[src/rtl/spi_master.sv]
// SPI master, mode 0 (SCK idles low, data sampled on SCK rise, shifted on SCK fall).
// Sends one byte MSB first per accepted tx beat and returns the byte read from MISO.
// SSEL stays low across bytes until a byte marked tx_last completes.
//
// Ports:
//   clk, rst_n        clock, synchronous active-low reset
//   tx_data/tx_valid/tx_last/tx_ready  byte input handshake
//   rx_data/rx_valid  received byte and its one-cycle strobe
//   busy              high from accept until the bus returns to idle
//   SCK/MOSI/MISO/SSEL  SPI pins
module spi_master #(
    parameter int unsigned CLK_DIV = 8
) (
    input  logic       clk,
    input  logic       rst_n,
    input  logic [7:0] tx_data,
    input  logic       tx_valid,
    input  logic       tx_last,
    output logic       tx_ready,
    output logic [7:0] rx_data,
    output logic       rx_valid,
    output logic       busy,
    output logic       SCK,
    output logic       MOSI,
    input  logic       MISO,
    output logic       SSEL
);

    localparam int unsigned CW = (CLK_DIV > 1) ? $clog2(CLK_DIV) : 1;
    localparam logic [CW-1:0] RELOAD = CW'(CLK_DIV - 1);

    typedef enum logic [2:0] {
        IDLE,
        LOW,
        HIGH,
        WAIT_NEXT,
        HOLD,
        DESEL
    } state_t;

    state_t        state;
    logic [CW-1:0] cnt;       // half-period countdown, reloaded on every transition
    logic [2:0]    bit_cnt;   // falling edges completed in the current byte
    logic [6:0]    tx_shift;  // remaining bits after the one currently on MOSI
    logic          last_q;
    logic [7:0]    rx_shift;
    logic          miso_s1;
    logic          miso_s2;

    // Single sequential block: FSM, counters, shifters and registered outputs.
    always_ff @(posedge clk) begin
        if (!rst_n) begin
            state    <= IDLE;
            cnt      <= '0;
            bit_cnt  <= '0;
            tx_shift <= '0;
            last_q   <= 1'b0;
            rx_shift <= '0;
            miso_s1  <= 1'b0;
            miso_s2  <= 1'b0;
            tx_ready <= 1'b1;
            rx_data  <= '0;
            rx_valid <= 1'b0;
            busy     <= 1'b0;
            SCK      <= 1'b0;
            MOSI     <= 1'b0;
            SSEL     <= 1'b1;
        end else begin
            rx_valid <= 1'b0;
            miso_s1  <= MISO;
            miso_s2  <= miso_s1;
            if (cnt != '0) begin
                cnt <= cnt - CW'(1);
            end

            case (state)
                // Accept only while tx_ready is already high, so the earliest
                // accept after WAIT_NEXT entry is the following edge.
                IDLE, WAIT_NEXT: begin
                    if (tx_valid && tx_ready) begin
                        tx_shift <= tx_data[6:0];
                        last_q   <= tx_last;
                        MOSI     <= tx_data[7];
                        SSEL     <= 1'b0;
                        busy     <= 1'b1;
                        tx_ready <= 1'b0;
                        bit_cnt  <= '0;
                        cnt      <= RELOAD;
                        state    <= LOW;
                    end
                end

                // Rising edge: sample the synchronized MISO into the LSB.
                LOW: begin
                    if (cnt == '0) begin
                        SCK      <= 1'b1;
                        rx_shift <= {rx_shift[6:0], miso_s2};
                        cnt      <= RELOAD;
                        state    <= HIGH;
                    end
                end

                // Falling edge: present next bit, or finish the byte.
                HIGH: begin
                    if (cnt == '0) begin
                        SCK <= 1'b0;
                        cnt <= RELOAD;
                        if (bit_cnt == 3'd7) begin
                            MOSI     <= 1'b0;
                            rx_valid <= 1'b1;
                            rx_data  <= rx_shift;
                            if (last_q) begin
                                state <= HOLD;
                            end else begin
                                tx_ready <= 1'b1;
                                state    <= WAIT_NEXT;
                            end
                        end else begin
                            bit_cnt  <= bit_cnt + 3'd1;
                            MOSI     <= tx_shift[6];
                            tx_shift <= {tx_shift[5:0], 1'b0};
                            state    <= LOW;
                        end
                    end
                end

                // SSEL held low one half-period after the last SCK fall.
                HOLD: begin
                    if (cnt == '0) begin
                        SSEL  <= 1'b1;
                        cnt   <= RELOAD;
                        state <= DESEL;
                    end
                end

                // SSEL high one half-period before a new frame may start.
                DESEL: begin
                    if (cnt == '0) begin
                        busy     <= 1'b0;
                        tx_ready <= 1'b1;
                        state    <= IDLE;
                    end
                end

                default: state <= IDLE;
            endcase
        end
    end

endmodule

[config.mk]
export PLATFORM = sky130hd
export DESIGN_NAME = spi_master
export DESIGN_NICKNAME = d
export VERILOG_FILES = /design/src/rtl/spi_master.sv
export SDC_FILE = /design/constraint.sdc
export NUM_CORES = 1
export LEC_CHECK = 0
export CORE_UTILIZATION = 40
export CTS_CLUSTER_DIAMETER = 40
export DETAILED_ROUTE_END_ITERATION = 10
export MAX_ROUTING_LAYER = met4
export PLACE_DENSITY = 0.66
export SYNTH_ARGS = -nofsm -noshare
export SYNTH_HDL_FRONTEND = slang
export SYNTH_SLANG_ARGS = --single-unit
[constraint.sdc]
create_clock -name clk -period 3.1 [get_ports clk]
set_input_delay 0.465 -clock clk [delete_from_list [all_inputs] [get_ports clk]]
set_output_delay 0.465 -clock clk [all_outputs]
set_load 0.02 [all_outputs]
# Yosys cells after proc, flatten, opt, wreduce, memory -nomap -nowiden
# Index checks and enable logic that the tools add are counted.
dict set report word_totals {
  output_inout_bits 14
  in_bits 13
  ff_bits 41
}
dict set report op_classes {
  eq_ne 14
  n_mux 36
  add_sub_neg 2
  n_reduce_logical 22
}
# operator count
set ops {}
lappend ops {{$mux 3} 13}
lappend ops {{$mux 7} 3}
lappend ops {{$reduce_and 3->1} 6}
lappend ops {{$ne 2x2->1 const B} 8}
lappend ops {{$pmux 3 s5} 1}
lappend ops {{$pmux 7 s2} 1}
lappend ops {{$pmux 3 s2} 2}
lappend ops {{$mux 1} 11}
lappend ops {{$eq 3x3->1 const B} 3}
lappend ops {{$pmux 1 s2} 4}
lappend ops {{$reduce_bool 2->1} 4}
lappend ops {{$eq 3x2->1 const B} 2}
lappend ops {{$logic_not 3->1} 2}
lappend ops {{$reduce_and 6->1} 1}
lappend ops {{$reduce_bool 3->1} 2}
lappend ops {{$reduce_and 5->1} 1}
lappend ops {{$reduce_and 2->1} 2}
lappend ops {{$reduce_and 4->1} 1}
lappend ops {{$add 3x1->3 const B} 1}
lappend ops {{$eq 3x1->1 const B} 1}
lappend ops {{$pmux 1 s3} 1}
lappend ops {{$reduce_or 3->1} 1}
lappend ops {{$sub 3x1->3 const B} 1}
lappend ops {{$reduce_or 2->1} 1}
lappend ops {{$logic_and 1x1->1} 1}

# Longest topological paths before layout
dict set report logic_depth {
  word_depth 4
  mapped_depth 7
  mapped_depth_nobuf 6
}

# Least setup slack after synthesis
# Ideal clock, no wire load.
dict set report synth_path {
  kind {flip-flop to flip-flop}
  start {register state[1]}
  end {register tx_shift[1]}
  path_slack_ns 1.541
  stages_incl_launch_ff 6
  t_arrival_ns 1.425
  path_buffers 1
  setup_time_ns 0.133
  cell_sequence {dfxtp_1 -> or3b_1 -> buf_4 -> or3_4 -> nand2_2 -> a311oi_1}
}
dict set report synth_via {
  elab_chain_cells 4
  word_cells_on_any_way 10
}
# item line_no
set synth_lines {}
lappend synth_lines {{start, declared} 41} ;# state_t state;
lappend synth_lines {{start signal, assigned} 53} ;# state <= IDLE;
lappend synth_lines {{start signal, assigned} 89} ;# state <= LOW;
lappend synth_lines {{start signal, assigned} 99} ;# state <= HIGH;
lappend synth_lines {{$eq 3x2->1 / $logic_not 3->1 (equally long branches)} 76} ;# case (state)
lappend synth_lines {{$reduce_or 2->1} 76}
lappend synth_lines {{$ne 2x2->1 (no source line) / $reduce_bool 2->1 (equally long branches)} n/a}
lappend synth_lines {{$reduce_and 4->1 (no source line)} n/a}
lappend synth_lines {{end signal, assigned} 81} ;# tx_shift <= tx_data[6:0];
lappend synth_lines {{end signal, assigned} 121} ;# tx_shift <= {tx_shift[5:0], 1'b0};
lappend synth_lines {{end, declared} 44} ;# logic [6:0] tx_shift;
# Several ways; a longest one is shown, not always the timed one.
# A chain may end at the register's enable or synchronous reset.

# Worst setup path in the final report
dict set report layout_path {
  start {register state[1]}
  end {register rx_data[6]}
}
dict set report layout_via {
  elab_chain_cells 2
}
# item line_no
set layout_lines {}
lappend layout_lines {{$eq 3x2->1} 76}
lappend layout_lines {{$reduce_and 3->1 (no source line)} n/a}
lappend layout_lines {{end signal, assigned} 111} ;# rx_data <= rx_shift;
lappend layout_lines {{end, declared} 20} ;# output logic [7:0] rx_data,
# Every way passes these cells.

==> key figures <==
Job
  – Max-Cap Viols: 0

Global route
  – Vias in the first global route: 1231
  – Global-route usage over all layers: 0.169
  – Largest net degree at the start of global routing: 18
  – Global-route wire length before repair: 5590 um
  – Antenna violations before repair: 0
  – GRT overflow: 0

Cells and area
  – Layout Cells excl Fill: 270
  – Ant. Diodes: 0
  – P&R area growth vs syn: 23.2%
  – Layout cells sized above 1: 0.0682
  – Filler cells: 403
  – Final nets: 236

Clock network
  – Cts hold-fix bufs: 0
  – CTS H-Tree Depth: 2
  – Total clock sinks: 41
  – Clock-pin slew of the registers on the worst-case setup and hold paths: 0.08 ns
  – Cts bufs inserted: 5
  – CTS resizes: 0
  – CTS tree: built
  – Worst-Skew Late Latency: 0.29 ns
  – Bufs on Longest Clock Path: 2
  – CTS Root Cell: clkbuf_8
  – Setup repair bufs after CTS: 0

Route
  – Final ANT Viol Nets: 0
  – Number of vias per cell: 5.14
  – DRT Pass-1 Iters: 4
  – Final wirelength: 3370 um
  – Post-route DRC: 0
  – Via count: 1387
  – DR WL/cell: 12.5 um
  – Iter 0 DRT Violations: 85

STA
  – Fmax achieved: 483 MHz
  – Final Max Slew Viols: 0
  – Setup TNS Final: 0 ns
  – Tmin final: 2.07 ns
  – Final worst path period share: 0.668
  – Slew margin rel.: 0.629
  – Hold Fails Final Rpt: 0
  – Fin Hold WS: 0.443 ns
  – Worst-Margin Slew: 0.555 ns
  – Clock skew: 0.00409 ns
  – Setup-failing EPs final: 0
  – Worst Slack Setup Final: 1.03 ns
  – RSZ-0062 raised after global routing: false

Yosys
  – Synth Register Bits: 41
  – Syn Std Cell Area: 1750 sq um
  – Post-Synthesis Net Count: 213
  – Seq/Total Area, Yosys: 0.469
  – Syn avg cell area: 8.92 sq um
  – Synth warn: 0
  – Top_reg_cell synth: dfxtp_1
  – Synth async-reset ratio: 0
  – Netlist cell types: 37
  – Cells after Synth: 196
  – EDFF count, synth: 0

Hold path
  – Type of the worst min-delay path: reg2reg

Floorplanning
  – Die ar.: 4640 sq um
  – Starting density of the core: 0.428
  – Height of the chip: 68.1 um
  – Row count: 23
  – Placeable Area: 4090 sq um
  – Die W: 68.1 um
  – # IOs: 27

Worst setup path
  – CP Capture Type: register
  – Worst-path cell chain: nor3b_2, nand3_1, mux2i_1, nor2_1
  – Crit path largest cell delay: 0.57 ns
  – Top Family by Delay on Critical Path: simple AND/OR/NAND/NOR gates
  – WP data required: 3.27 ns
  – WS Path Type: reg2reg
  – Worst Path Arrival: 2.24 ns
  – Slowest CP cell: dfxtp_1
  – Crit start category: register
  – Buf+Inv Stages, Crit Path: 0
  – Worst Path Max Fanout: 13

Power
  – Overall power: 1.49 mW
  – Sequential share of power: 0.437
  – Leakage Power: 0.862 nW
  – Internal power: 1.03 mW
  – P_sw: 462 uW
  – Peak supply drop: 0.321 mV
  – Clock share of power: 0.299
  – Switch share: 0.310
  – Combinational share of power: 0.264
  – Power Dens Cells: 691 nW/um^2

Place
  – Buffers on Ports: 26
  – Cells after DPL: 262
  – Gpl congestion: 0.783
  – Worst setup slack after placement: 0.948 ns
  – Final HPWL DP: 2280 um

Run status
  – Outcome: completed
-- synth_stat cells, drive strengths merged (2+ instances only) --
master | instances | area share
a21oi | 11 | 0.031
a311oi | 6 | 0.030
and2 | 2 | 0.0072
buf | 7 | 0.021
clkbuf | 6 | 0.013
dfxtp | 41 | 0.47
ha | 4 | 0.029
inv | 5 | 0.011
mux2i | 16 | 0.092
nand2 | 24 | 0.053
nand2b | 4 | 0.014
nand3 | 10 | 0.029
nand3b | 2 | 0.0086
nor2 | 22 | 0.047
nor2b | 3 | 0.011
nor3 | 11 | 0.038
nor3b | 2 | 0.011
o211ai | 2 | 0.0086
o21ai | 6 | 0.017
or3 | 2 | 0.010
-- layout by cell type, fill, tap and decap left out, drive strengths merged --
| master | synthesis | final |
|---|---|---|
| a21oi | 11 | 11 |
| a22oi | 1 | 1 |
| a2bb2oi | 1 | 1 |
| a311oi | 6 | 6 |
| and2 | 2 | 2 |
| buf | 7 | 3 |
| bufinv | 0 | 1 |
| clkbuf | 6 | 6 |
| clkdlybuf4s50 | 0 | 26 |
| clkinvlp | 0 | 1 |
| dfxtp | 41 | 41 |
| ha | 4 | 4 |
| inv | 5 | 5 |
| mux2i | 16 | 16 |
| nand2 | 24 | 24 |
| nand2b | 4 | 4 |
| nand3 | 10 | 10 |
| nand3b | 2 | 2 |
| nor2 | 22 | 22 |
| nor2b | 3 | 3 |
| nor3 | 11 | 11 |
| nor3b | 2 | 2 |
| o2111ai | 1 | 1 |
| o211ai | 2 | 2 |
| o21ai | 6 | 6 |
| o221ai | 1 | 1 |
| o311a | 1 | 1 |
| o311ai | 1 | 1 |
| o31a | 1 | 1 |
| or3 | 2 | 2 |
| or3b | 1 | 1 |
| xnor2 | 1 | 1 |
| xor2 | 1 | 1 |
-- stage by stage --
step / utilization / instance area, sq um
5_1_grt: 0.528 / 2160
3_3_place_gp: 0.498 / 2040
4_1_cts: 0.528 / 2160
6_report: 0.528 / 2160
2_1_floorplan: - / 1750
3_5_place_dp: 0.498 / 2040
-- cell families (layout without fill, tap and decap cells) --
| family | Yosys count | count (layout) | synth area share |
|---|---|---|---|
| AOI/OAI and AO/OA | 32 | 32 | 0.122 |
| xor gates and xnor gates | 2 | 2 | 0.0100 |
| adders and majority gates | 4 | 4 | 0.0286 |
| buffers and inverters | 18 | 42 | 0.0443 |
| DFF | 41 | 41 | 0.469 |
| muxes | 16 | 16 | 0.0916 |
| and+or+nand+nor | 83 | 83 | 0.234 |
-- final cells by class --
type	count	area, sq um	share of cell area
sequential	41	821	0.381
clock buffer	6	82.6	0.0383
multi-input combinational	137	851	0.395
timing repair buffer	29	283	0.131
inverter	5	18.8	0.00871
tap	50	62.6	0.0290
clock inverter	2	37.5	0.0174
-- power groups by stage --
stage,registers (mW),clock network [mW],logic (mW)
global placement,0.661,0,0.393
CTS,0.650,0.456,0.397
detailed placement,0.663,0,0.395
finish,0.650,0.446,0.393
floorplan,0.655,0,0.298
global route,0.663,0.479,0.445
-- registers in the layout (all words and copies together) (netlist names) --
signal	count
rx_data	8
rx_shift	8
tx_shift	7
bit_cnt	3
cnt	3
state	3
MOSI	1
SCK	1
SSEL	1
busy	1
last_q	1
miso_s1	1
miso_s2	1
rx_valid	1
tx_ready	1
-- routing by layer --
layer | routed length (um) | track usage
met5 | 0 | -
met4 | 43 | 0.0859
met3 | 127 | 0.0400
met2 | 1500 | 0.238
met1 | 1700 | 0.224
-- worst reg2reg max path, delay by kind of cell (launching register included) --
| family | cells | cell delay, ns |
|---|---|---|
| flip-flops | 1 | 0.57 |
| AND/OR/NAND/NOR | 3 | 1.08 |
| multiplexers | 1 | 0.30 |
-- final timing paths --
| path | from | endpoint | slack (ns) | cells past startpoint |
|---|---|---|---|---|
| worst max-delay path | state[1] | rx_data[6] | 1.03 | 4 |
| worst min-delay path | miso_s1 | miso_s2 | 0.44 | 1 |
| worst max register to register | state[1] | rx_data[6] | 1.03 | 4 |
| worst min register to register | miso_s1 | miso_s2 | 0.44 | 1 |
Power figures use the tool's default switching activity.
==> variant: new RTL, config.mk and constraints unchanged <==
Change the parameter `CLK_DIV` from 8 to 4.
--- a/src/rtl/spi_master.sv
+++ b/src/rtl/spi_master.sv
@@ -9,7 +9,7 @@
 //   busy              high from accept until the bus returns to idle
 //   SCK/MOSI/MISO/SSEL  SPI pins
 module spi_master #(
-    parameter int unsigned CLK_DIV = 8
+    parameter int unsigned CLK_DIV = 4
 ) (
     input  logic       clk,
     input  logic       rst_n,
Function: changed (Yosys sat finds a counterexample within 10 cycles, from zero or initial values and one cycle with rst_n low).
==> variant against the original RTL <==
  * Area after synthesis increased by 0.43%
  * Wire length increased by 0.15%
  * Sequential cell count shrank 1
  * Worst setup slack improved by 72 ps
  * Total power fell by 1.5%
  * Worst hold slack better by 2.7 ps
  * Final area grew 0.70%
  * Synthesized cell count decreased by 0.51%
  * Critical endpoint is now tx_shift[0]
  * Clock skew increased by 1.1 ps
==> variant: results (changes against the original RTL) <==
Max Freq - 500.2 MHz (+3.6%)
Mean Syn Cell Area - 9.009 um2 (+0.94%)
Clk. pwr - 0.000457 W (+2%)
H-tree depth - 2 (unchanged)
register area share after synthesis - 45.58% (-1.3 points)
Via Count - 1,410 (+1.7%)
Synth area leaders - dfxtp_1 (46%), mux2i_1 (9.1%), nor2_1 (5.6%)
Synthesized Nets - 213 (unchanged)
Worst IR Drop VDD - 388.5 uV (+21%)
Post-CTS Setup Inserts - 0 (unchanged)
slowest CP cell - o32ai_2
Placer Congestion - 0.7581 (-3.2%)
Net count, final - 235 (-0.42%)
dpl cell area - 2044 um2 (+0.43%)
CTS buffer count - 5 (unchanged)
largest delay contributor family on the critical path - compound AO/OA/AOI/OAI gates
Worst Reg-to-Reg Cells - 6 (+2)
initial DRC count - 90 (+5.9%)
largest net degree at the start of global routing - 25 (+7)
Final HPWL DP - 2.274 mm (-0.42%)
Post-CTS Resized - 0 (unchanged)
crit path max fanout - 14 (+1)
Avg Vias per Cell - 5.261 (+2.4%)
hold path endpoint - miso_s2
Placed Cells - 260 (-0.76%)
gr usage total - 17.15% (+0.23 points)
Yosys warning count - 0 (unchanged)
dpl ws - 846.5 ps (-101.7 ps)
reg2reg start - cnt[0]
status - finished, final reports clean
Worst R2R Setup Slack - 1100 ps (+70 ps)
library cells used by synthesis - 36 (-2.7%)
final setup skew - 5.141 ps (+1.055 ps)
P_int - 0.001030 W (+0.25%)
Power Sequential - 0.000636 W (-2%)
Pleak - 0.7989 nW (-7.3%)
Crit Path Category - reg -> reg
crit-path max cell delay - 510 ps (-60 ps)
latest clock arrival within the worst-skew pair - 280 ps
total routed wirelength - 3.375 mm (+0.15%)
Top pwr grp - registers
vias in the first global route - 1,215 (-1.3%)
hold_ws - 446.0 ps (+2.719 ps)
total power - 0.001467 W (-1.5%)
hold path depth - 1 (unchanged)
crit path DAT - 2170 ps (-70 ps)
DRT Pass-1 Iters - 4 (unchanged)
asr flop ratio synth - 0% (unchanged)
Reg clk slew, reported paths - 80 ps (about the same)
layout cells sized above 1 - 7.339% (+0.52 points)
Max clock buf depth - 2 (unchanged)
Fillers - 395 (-2.0%)
first-pass GRT wire length - 5.733 mm (+2.6%)
RR Endpoint - tx_shift[0]
max_slew headroom - 44.80% (-18 points)
Final Instance Area - 2171 um2 (+0.70%)
Clock Tree Root - clkbuf_8
top cells by count, synth - dfxtp_1 (40), nor2_1 (26), mux2i_1 (16)
antenna violations before repair - 0 (unchanged)
I/O Buffers - 26 (unchanged)
[variant: cell count changes after synthesis, sizes merged, moves of 5 or more]
cell,before,now
a211oi,0,8
inv,5,11
nand2,24,14
nor3,11,4
a311oi,6,1
[variant: routing by layer]
layer	global-route usage [%]	vias up	part of all wire [%]
met1	23.71	639	51
met2	23.65	37	43
met5	-	-	0
li1	-	727	-
met3	4.500	7	5.1
met4	6.250	0	1.4
[variant: kinds of logic (layout without fill, tap and decap cells)]
group                    after synthesis  in the layout  synth area share, %
adder cells (fa/ha/maj)                5              5                3.561
buffers and inverters                 25             48                5.983
XOR/XNOR                               1              1               0.9262
AO/OA/AOI/OAI                         44             44                17.09
flip-flops                            40             40                45.58
AND/OR/NAND/NOR                       64             64                17.74
multiplexers                          16             16                9.117
[variant: area by class of cell]
type                       count  share of cell area [%]
inverter                      11                   1.902
clock inverter                 1                   1.383
tap                           50                   2.882
timing repair buffer          29                   13.03
multi-input combinational    130                   39.48
sequential                    40                   36.89
clock buffer                   7                   4.438
